## src/rtl/pipe_issue_stage_if.sv

```systemverilog
// Instruction-issue bus: upstream valid/ready word input plus the decoded
// issue slot and buffer occupancy presented to the pipeline.
//   master : instruction source / pipeline side (drives in_valid, in_instr)
//   slave  : pipe_issue_stage (drives in_ready, issue fields, fifo_count)
interface pipe_issue_stage_if #(
  parameter int unsigned FIFO_DEPTH = 4
);
  localparam int unsigned CNT_W = $clog2(FIFO_DEPTH) + 1;

  logic             in_valid;
  logic             in_ready;
  logic [31:0]      in_instr;
  logic             issue_valid;
  logic [4:0]       rs1;
  logic [4:0]       rs2;
  logic [4:0]       rd;
  logic [3:0]       func;
  logic [31:0]      addr;
  logic [CNT_W-1:0] fifo_count;

  modport master (
    output in_valid, in_instr,
    input  in_ready, issue_valid, rs1, rs2, rd, func, addr, fifo_count
  );

  modport slave (
    input  in_valid, in_instr,
    output in_ready, issue_valid, rs1, rs2, rd, func, addr, fifo_count
  );
endinterface

```

## src/rtl/pipe_issue_stage.sv

```systemverilog
// pipe_issue_stage: buffers 32-bit instruction words in a FIFO, decodes the
// head into rs1/rs2/rd/func/addr and issues it unless a source register is
// still in flight (tracked by a HAZARD_WINDOW-deep rd scoreboard).
// Ports:
//   clk    : rising-edge clock
//   reset  : asynchronous active-low reset
//   bus    : pipe_issue_stage_if.slave (in_valid/in_ready/in_instr in,
//            issue_valid/rs1/rs2/rd/func/addr/fifo_count out)
//   perf_issued, perf_bubbles : present only when ISSUE_PERF_CNT_EN is defined
// Optional feature macro: ISSUE_PERF_CNT_EN (issue / hazard-bubble counters).
module pipe_issue_stage #(
  parameter int unsigned FIFO_DEPTH    = 4,
  parameter int unsigned HAZARD_WINDOW = 3,
  parameter logic [31:0] ADDR_BASE     = 32'h0000_1000
) (
  input  logic        clk,
  input  logic        reset,
`ifdef ISSUE_PERF_CNT_EN
  output logic [31:0] perf_issued,
  output logic [31:0] perf_bubbles,
`endif
  pipe_issue_stage_if.slave bus
);

  localparam int unsigned AW = (FIFO_DEPTH > 1) ? $clog2(FIFO_DEPTH) : 1;
  localparam int unsigned CW = $clog2(FIFO_DEPTH) + 1;

  logic [31:0]   mem [FIFO_DEPTH];
  logic [AW-1:0] wr_ptr;
  logic [AW-1:0] rd_ptr;
  logic [CW-1:0] count;

  logic          push;
  logic          pop;
  logic          hazard;
  logic          not_empty;
  logic          in_ready_c;

  logic [31:0]   head;
  logic [3:0]    head_func;
  logic [4:0]    head_rd;
  logic [4:0]    head_rs1;
  logic [4:0]    head_rs2;
  logic [12:0]   head_imm;

  logic          sb_valid [HAZARD_WINDOW];
  logic [4:0]    sb_rd    [HAZARD_WINDOW];

  logic          issue_valid_q;
  logic [4:0]    rs1_q;
  logic [4:0]    rs2_q;
  logic [4:0]    rd_q;
  logic [3:0]    func_q;
  logic [31:0]   addr_q;

  // Head decode
  assign head      = mem[rd_ptr];
  assign head_func = head[31:28];
  assign head_rd   = head[27:23];
  assign head_rs1  = head[22:18];
  assign head_rs2  = head[17:13];
  assign head_imm  = head[12:0];

  // RAW check of the head sources against every in-flight rd; x0 never hazards
  always_comb begin
    hazard = 1'b0;
    for (int i = 0; i < HAZARD_WINDOW; i++) begin
      if (sb_valid[i]) begin
        if ((head_rs1 != 5'd0) && (head_rs1 == sb_rd[i])) hazard = 1'b1;
        if ((head_rs2 != 5'd0) && (head_rs2 == sb_rd[i])) hazard = 1'b1;
      end
    end
  end

  assign not_empty  = (count != '0);
  assign pop        = not_empty && !hazard;
  // Full FIFO still accepts when the head leaves this cycle; held low in reset
  assign in_ready_c = reset && ((count < CW'(FIFO_DEPTH)) || pop);
  assign push       = bus.in_valid && in_ready_c;

  // Storage write (no reset needed: occupancy is tracked by count)
  always_ff @(posedge clk) begin
    if (push) mem[wr_ptr] <= bus.in_instr;
  end

  // Pointers, occupancy, scoreboard and registered issue slot
  always_ff @(posedge clk or negedge reset) begin
    if (!reset) begin
      wr_ptr        <= '0;
      rd_ptr        <= '0;
      count         <= '0;
      issue_valid_q <= 1'b0;
      rs1_q         <= '0;
      rs2_q         <= '0;
      rd_q          <= '0;
      func_q        <= '0;
      addr_q        <= '0;
      for (int i = 0; i < HAZARD_WINDOW; i++) begin
        sb_valid[i] <= 1'b0;
        sb_rd[i]    <= '0;
      end
    end else begin
      if (push) wr_ptr <= wr_ptr + AW'(1);
      if (pop)  rd_ptr <= rd_ptr + AW'(1);

      case ({push, pop})
        2'b10:   count <= count + CW'(1);
        2'b01:   count <= count - CW'(1);
        default: count <= count;
      endcase

      issue_valid_q <= pop;
      if (pop) begin
        rs1_q  <= head_rs1;
        rs2_q  <= head_rs2;
        rd_q   <= head_rd;
        func_q <= head_func;
        addr_q <= ADDR_BASE + {17'b0, head_imm, 2'b00};
      end else begin
        rs1_q  <= '0;
        rs2_q  <= '0;
        rd_q   <= '0;
        func_q <= '0;
        addr_q <= '0;
      end

      sb_valid[0] <= pop;
      sb_rd[0]    <= pop ? head_rd : 5'd0;
      for (int i = 1; i < HAZARD_WINDOW; i++) begin
        sb_valid[i] <= sb_valid[i-1];
        sb_rd[i]    <= sb_rd[i-1];
      end
    end
  end

`ifdef ISSUE_PERF_CNT_EN
  // Issues and hazard-caused bubbles; empty-FIFO bubbles are not counted
  always_ff @(posedge clk or negedge reset) begin
    if (!reset) begin
      perf_issued  <= '0;
      perf_bubbles <= '0;
    end else begin
      perf_issued  <= perf_issued + 32'(pop);
      perf_bubbles <= perf_bubbles + 32'(not_empty && hazard);
    end
  end
`endif

  assign bus.in_ready    = in_ready_c;
  assign bus.issue_valid = issue_valid_q;
  assign bus.rs1         = rs1_q;
  assign bus.rs2         = rs2_q;
  assign bus.rd          = rd_q;
  assign bus.func        = func_q;
  assign bus.addr        = addr_q;
  assign bus.fifo_count  = count;

endmodule

```

## src/flat_wrapper.sv

```systemverilog
// flat-port wrapper written by rule: the top's interface ports become plain ports
module pipe_issue_stage_flat 
#(
  parameter int unsigned FIFO_DEPTH    = 4,
  parameter int unsigned HAZARD_WINDOW = 3,
  parameter logic [31:0] ADDR_BASE     = 32'h0000_1000
)
  (clk, reset, bus_in_valid, bus_in_instr, bus_in_ready, bus_issue_valid, bus_rs1, bus_rs2, bus_rd, bus_func, bus_addr, bus_fifo_count);
  pipe_issue_stage_if #(.FIFO_DEPTH(FIFO_DEPTH)) bus_i ();
  input  logic clk;
  input  logic reset;
  input wire logic [$bits(bus_i.in_valid)-1:0] bus_in_valid;
  input wire logic [$bits(bus_i.in_instr)-1:0] bus_in_instr;
  output wire logic [$bits(bus_i.in_ready)-1:0] bus_in_ready;
  output wire logic [$bits(bus_i.issue_valid)-1:0] bus_issue_valid;
  output wire logic [$bits(bus_i.rs1)-1:0] bus_rs1;
  output wire logic [$bits(bus_i.rs2)-1:0] bus_rs2;
  output wire logic [$bits(bus_i.rd)-1:0] bus_rd;
  output wire logic [$bits(bus_i.func)-1:0] bus_func;
  output wire logic [$bits(bus_i.addr)-1:0] bus_addr;
  output wire logic [$bits(bus_i.fifo_count)-1:0] bus_fifo_count;
  assign bus_i.in_valid = bus_in_valid;
  assign bus_i.in_instr = bus_in_instr;
  assign bus_in_ready = bus_i.in_ready;
  assign bus_issue_valid = bus_i.issue_valid;
  assign bus_rs1 = bus_i.rs1;
  assign bus_rs2 = bus_i.rs2;
  assign bus_rd = bus_i.rd;
  assign bus_func = bus_i.func;
  assign bus_addr = bus_i.addr;
  assign bus_fifo_count = bus_i.fifo_count;
  pipe_issue_stage #(.FIFO_DEPTH(FIFO_DEPTH), .HAZARD_WINDOW(HAZARD_WINDOW), .ADDR_BASE(ADDR_BASE)) u_core (.clk(clk), .reset(reset), .bus(bus_i));
endmodule
```

## config.mk

```make
export PLATFORM = sky130hd
export DESIGN_NAME = pipe_issue_stage_flat
export DESIGN_NICKNAME = d
export VERILOG_FILES = /design/src/rtl/pipe_issue_stage_if.sv /design/src/rtl/pipe_issue_stage.sv /design/src/flat_wrapper.sv
export SDC_FILE = /design/constraint.sdc
export NUM_CORES = 1
export LEC_CHECK = 0
export BUFFER_PORTS_ARGS = -buffer_cell sky130_fd_sc_hd__buf_2
export CAP_MARGIN = 0
export CORE_ASPECT_RATIO = 1.25
export CORE_MARGIN = 1
export CORE_UTILIZATION = 52
export CTS_CLUSTER_DIAMETER = 60
export DETAILED_ROUTE_END_ITERATION = 6
export HOLD_SLACK_MARGIN = 0.08
export PLACE_DENSITY = 0.85
export SYNTH_ARGS = -nofsm -noshare
export SYNTH_HDL_FRONTEND = slang
export SYNTH_SLANG_ARGS = --single-unit
export TNS_END_PERCENT = 30
```

## constraint.sdc

```tcl
create_clock -name clk -period 4.6 [get_ports clk]
set_clock_uncertainty 0.1 [all_clocks]
set_input_delay 0.46 -clock clk [delete_from_list [all_inputs] [get_ports clk]]
set_output_delay 0.46 -clock clk [all_outputs]
set_load 0.1 [all_outputs]
```

==> results of run 1 <==
-- layer usage --
layer  GRT usage  up-vias  share of wire
met1       0.247     1768           0.37
met4      0.0826        0          0.027
li1            -     1540              -
met5           0        -              0
met3      0.0573       25          0.060
met2       0.332      141           0.54
-- synthesized netlist by cell type --
master / count / area share
conb_1: 1 / 0.00053
clkbuf_1: 6 / 0.0032
buf_12: 1 / 0.0028
edfxtp_1: 128 / 0.55
nand4_1: 7 / 0.0062
nand2b_1: 2 / 0.0018
mux4_2: 31 / 0.099
ha_1: 6 / 0.011
o22ai_1: 3 / 0.0027
buf_2: 2 / 0.0014
mux4_1: 1 / 0.0037
buf_1: 1 / 0.00053
o211ai_1: 2 / 0.0021
nand3_1: 2 / 0.0014
nor2b_1: 19 / 0.017
buf_4: 23 / 0.025
a21oi_1: 1 / 0.00071
dfrtp_1: 53 / 0.19
or4_1: 2 / 0.0021
o21ai_0: 1 / 0.00071
or3_1: 1 / 0.00089
buf_6: 2 / 0.0032
xnor2_1: 35 / 0.044
a2111oi_0: 1 / 0.0012
xor2_1: 2 / 0.0025
and3_1: 2 / 0.0018
nand2_1: 7 / 0.0037
fa_1: 1 / 0.0028
nor2_1: 19 / 0.010
inv_1: 22 / 0.012
a2111o_1: 1 / 0.0016
mux2_4: 1 / 0.0021
-- per-stage QoR --
step                      hold WS [ns]  setup slack (ns)
after floorplan                 0.0644            0.0813
after global placement           0.307             0.645
after detailed placement         0.297             0.512
after CTS                        0.144             0.347
after global routing             0.136             0.209
final                            0.155             0.380
-- sequential cells by signal, indices dropped and copies added (netlist names) --
name / count
u_core.bus.addr: 14
u_core.bus.fifo_count: 3
u_core.bus.func: 4
u_core.bus.rs1: 5
u_core.bus.rs2: 5
u_core.mem: 128
u_core.rd_ptr: 2
u_core.sb_rd: 15
u_core.sb_valid: 3
u_core.wr_ptr: 2
-- worst max-delay path by stage --
stage                                    end             start  depth (start not counted)
floorplan                       bus_in_ready  u_core.rd_ptr[1]                          7
global placement    u_core.bus.fifo_count[2]  u_core.rd_ptr[0]                         11
detailed placement  u_core.bus.fifo_count[2]  u_core.rd_ptr[0]                         11
CTS                             bus_in_ready  u_core.rd_ptr[0]                          6
global route                    bus_in_ready  u_core.rd_ptr[0]                          6
finish                          bus_in_ready  u_core.rd_ptr[0]                          6
-- final cells by class --
class / instances / area, um^2 / share of cell area
Sequential cell: 181 / 5170 / 0.639
Multi-Input combinational cell: 165 / 1640 / 0.203
Timing Repair Buffer: 81 / 430 / 0.0532
Clock buffer: 18 / 429 / 0.0530
Tap cell: 171 / 214 / 0.0264
Clock inverter: 14 / 123 / 0.0152
Inverter: 22 / 82.6 / 0.0102
-- cell families (layout without fill, tap and decap cells) --
group / Yosys count / after routing / synth area share
buffers and inverters: 57 / 135 / 0.0474
XOR/XNOR: 37 / 37 / 0.0460
AO/OA/AOI/OAI: 9 / 9 / 0.00905
AND/OR/NAND/NOR: 61 / 61 / 0.0449
adder cells (fa/ha/maj): 7 / 7 / 0.0135
multiplexers: 33 / 33 / 0.105
other: 1 / 18 / 0.000532
flip-flops: 181 / 181 / 0.734
-- what timing repair did --
action	CTS	global route
hold buffers	1	0
hold endpoints to repair	22	0
gates resized for setup	0	0
==> summary.txt, run 1 <==
Status: finished, final reports clean
Vias in the first global route: 3643
CTS tree: built
Dpl hpwl: 8.00 mm
# IOs: 91
Buffers on Ports: 72
Finished layout cell area: 8090 um^2
Die Footprint: 14000 um^2
Sequential area share after synthesis: 0.734
DRC violations left: 0
Setup TNS: 0 ns
# fillers: 948
Least-Margin Pin Slew: 0.597 ns
CP max stage delay: 0.67 ns
Worst reg2reg setup slack: 0.54 ns
FF+latch count, synth: 181
CP max FO: 15
Total GRT Usage: 0.200
Most common cell after layout, fill and taps aside: edfxtp_1
Post-Route WL: 12.6 mm
Hold Crit Start: bus_in_instr[5]
First-pass DRT Iterations: 4
Synth unique cells: 32
Min-delay worst type: primary input to flop
Slew HR: 0.602
Pin count of the biggest net entering global routing: 35
Share of cells above drive strength 1: 0.310
Mapped Cells: 386
Final worst-path cycle share: 0.917
Area of the core: 13200 um^2
Fmax: 237 MHz
H-tree depth: 4
Slew Viols, Final: 0
Die extent in x: 106 um
Worst Hold Depth: 1
RSZ-0062 raised after global routing: false
Reg2reg start: u_core.rd_ptr[0]
Commonest cells after routing, fill and taps aside: edfxtp_1, buf_2, dfrtp_1
Final GP Congestion: 0.914
Row count: 47
Clk_lat worst skew: 0.42 ns
Starting density of the core: 0.533
Placed cell area: 7530 um^2
Hold Path End: u_core.mem[1][5]
Initial antenna violation count: 0
Bufs on Longest Clock Path: 2
Crit path time final: 4.22 ns
Synthesis warning total: 0
Crit path buffers/inverters: 1
Cell count of the worst reg-to-reg path: 11
Finish-stage setup viols: 0
Final Core Density: 0.612
CTS root buf: clkbuf_16
Mapped Area: 7050 um^2
Post-CTS setup buffers: 0
Delay-heaviest family, CP: compound AO/OA/AOI/OAI gates
CP max-delay cell: dfrtp_2
WP data required: 4.04 ns
Via count: 3474
First-pass GRT wire length: 20.1 mm
Max-cap viol count: 0
Post-DRT Antenna Nets: 0
N_diodes: 0
Reg clk slew, reported paths: 0.06 ns
RR Endpoint: u_core.bus.fifo_count[2]
Num CTS Buffers: 17
Via-to-Cell Ratio: 5.33
Syn avg cell area: 18.3 um^2
Startpoint Class: flop
Die extent in y: 132 um
CTS sink count: 181
GRT overflow: 0
Crit-path cells: mux4_2, or4_1, o211ai_1, o22ai_1, a2111oi_2, buf_2
Wire length per cell: 19.3 um
Fin. Hold Viols: 0
Area Overhead vs Synth: 14.8%
Worst Setup Path Type: flop to output pin
Critical Path End Type: output pin
Number of DRC markers in iteration 0: 255
Placed insts: 619
Fin cells: 652
# nets final: 510
Crit path DAT: 3.66 ns
Power of run 1 is not shown: default switching activity piles up to over one toggle a cycle in this logic, so the estimate is an artifact.
==> inputs of run 2 (changes only) <==
CELL_PAD_IN_SITES_DETAIL_PLACEMENT = 1   (was not set)
CELL_PAD_IN_SITES_GLOBAL_PLACEMENT = 2   (was not set)
CORE_UTILIZATION = 38   (was 52)
PLACE_DENSITY = 0.83   (was 0.85)
==> summary.txt, run 2 (synthesized netlist as in run 1, its figures left out) <==
WP data required: 4.04 ns (about the same)
Fmax: 238 MHz (+0.54%)
Via count: 3494 (+0.58%)
Post-DRT Antenna Nets: 0 (unchanged)
Worst Setup Path Type: flop to output pin
Bufs on Longest Clock Path: 2 (unchanged)
Critical Path End Type: output pin
RR Endpoint: u_core.bus.fifo_count[2]
First-pass DRT Iterations: 4 (unchanged)
Fin. Hold Viols: 0 (unchanged)
Starting density of the core: 0.389 (-0.143)
Initial antenna violation count: 1 (+1)
Area Overhead vs Synth: 17.8%
H-tree depth: 4 (unchanged)
Buffers on Ports: 72 (unchanged)
Setup TNS: 0 ns (unchanged)
Least-Margin Pin Slew: 0.743 ns (+0.146 ns)
Via-to-Cell Ratio: 4.91 (-7.8%)
Slew HR: 0.505 (-0.0975)
Reg2reg start: u_core.rd_ptr[0]
Number of DRC markers in iteration 0: 166 (-35%)
Vias in the first global route: 3743 (+2.7%)
Area of the core: 18100 um^2 (+37%)
CTS sink count: 181 (unchanged)
Final GP Congestion: 0.819 (-10%)
Max-cap viol count: 0 (unchanged)
Final worst-path cycle share: 0.912 (-0.00491)
Row count: 55 (+17%)
Startpoint Class: flop
Commonest cells after routing, fill and taps aside: edfxtp_1, buf_2, dfrtp_1
Pin count of the biggest net entering global routing: 55 (+57%)
Die extent in y: 154 um (+17%)
Post-CTS setup buffers: 0 (unchanged)
Finish-stage setup viols: 0 (unchanged)
Largest Register: u_core.mem
DRC violations left: 0 (unchanged)
Status: finished, final reports clean
Reg clk slew, reported paths: 0.06 ns (about the same)
# nets final: 512 (+0.39%)
Share of cells above drive strength 1: 0.313 (+0.00286)
Hold buffer count at CTS: 0 (-1)
CTS tree: built
Crit path DAT: 3.64 ns (-0.02 ns)
Die Footprint: 19100 um^2 (+36%)
N_diodes: 0 (unchanged)
RSZ-0062 raised after global routing: false
Dpl hpwl: 10.0 mm (+25%)
Die extent in x: 124 um (+17%)
Cell count of the worst reg-to-reg path: 11 (unchanged)
Worst reg2reg setup slack: 0.51 ns (-0.03 ns)
Total GRT Usage: 0.164 (-0.0355)
Fin cells: 711 (+9.0%)
Crit path time final: 4.20 ns (-0.0226 ns)
Post-Route WL: 14.3 mm (+13%)
First-pass GRT wire length: 22.2 mm (+10%)
Placed insts: 679 (+9.7%)
GRT overflow: 0 (unchanged)
CP max FO: 15 (unchanged)
# IOs: 91 (unchanged)
Most common cell after layout, fill and taps aside: edfxtp_1
Clk_lat worst skew: 0.42 ns (about the same)
Slew Viols, Final: 0 (unchanged)
Largest register FFs: 128 (unchanged)
Min-delay worst type: primary input to asynchronous set/reset pin
CTS root buf: clkbuf_16
Num CTS Buffers: 17 (unchanged)
Wire length per cell: 20.1 um (+4.0%)
PostCTS Resize Cnt: 0 (unchanged)
Worst hold margin: 0.0868 ns (-0.0679 ns)
run 2: cell count changes in the layout (fill, tap and decap cells not counted), sizes merged:
cell | before | now
bufinv | 1 | 5
dlygate4sd3 | 1 | 0
clkinvlp | 2 | 1
buf | 80 | 83
inv | 28 | 24
clkbuf | 18 | 19
run 2: layout make-up:
cell class	instances	area [um^2]
fill	1734	9800
sequential	181	5170
multi-input combinational	165	1650
timing repair buffer	83	468
clock buffer	19	443
tap	228	285
clock inverter	13	203
inverter	22	82.6
run 2: how the worst max path moves through the flow:
| stage | start | end | slack [ns] |
|---|---|---|---|
| 5_1_grt | u_core.rd_ptr[0] | bus_in_ready | 0.21 |
| 3_3_place_gp | u_core.rd_ptr[0] | u_core.bus.fifo_count[2] | 0.56 |
| 6_report | u_core.rd_ptr[0] | bus_in_ready | 0.40 |
| 4_1_cts | u_core.rd_ptr[0] | bus_in_ready | 0.38 |
| 2_1_floorplan | u_core.rd_ptr[1] | bus_in_ready | 0.08 |
| 3_5_place_dp | u_core.rd_ptr[0] | u_core.bus.fifo_count[2] | 0.50 |
run 2: stage by stage:
step | area (um^2) | setup WS (ns) | utilization
finish | 8300 | 0.403 | 0.459
global route | 8300 | 0.213 | 0.459
CTS | 8300 | 0.380 | 0.459
detailed placement | 7660 | 0.496 | 0.423
global placement | 7660 | 0.561 | 0.423
floorplan | 7120 | 0.0813 | -
run 2: worst max-delay path: stages (launching register included):
cell,delay [ns]
dfrtp_2,0.65
mux4_2,0.65
or4_1,0.61
o211ai_1,0.19
o22ai_1,0.14
a2111oi_2,0.47
buf_2,0.50
run 2: routing by layer:
| layer | track usage | vias up | share of wire |
|---|---|---|---|
| met5 | 0 | - | 0.00091 |
| met4 | 0.0666 | 2 | 0.024 |
| met3 | 0.0490 | 20 | 0.051 |
| met2 | 0.273 | 105 | 0.52 |
| met1 | 0.198 | 1822 | 0.41 |
| li1 | - | 1545 | - |
Power of run 2 is left out for the same reason.
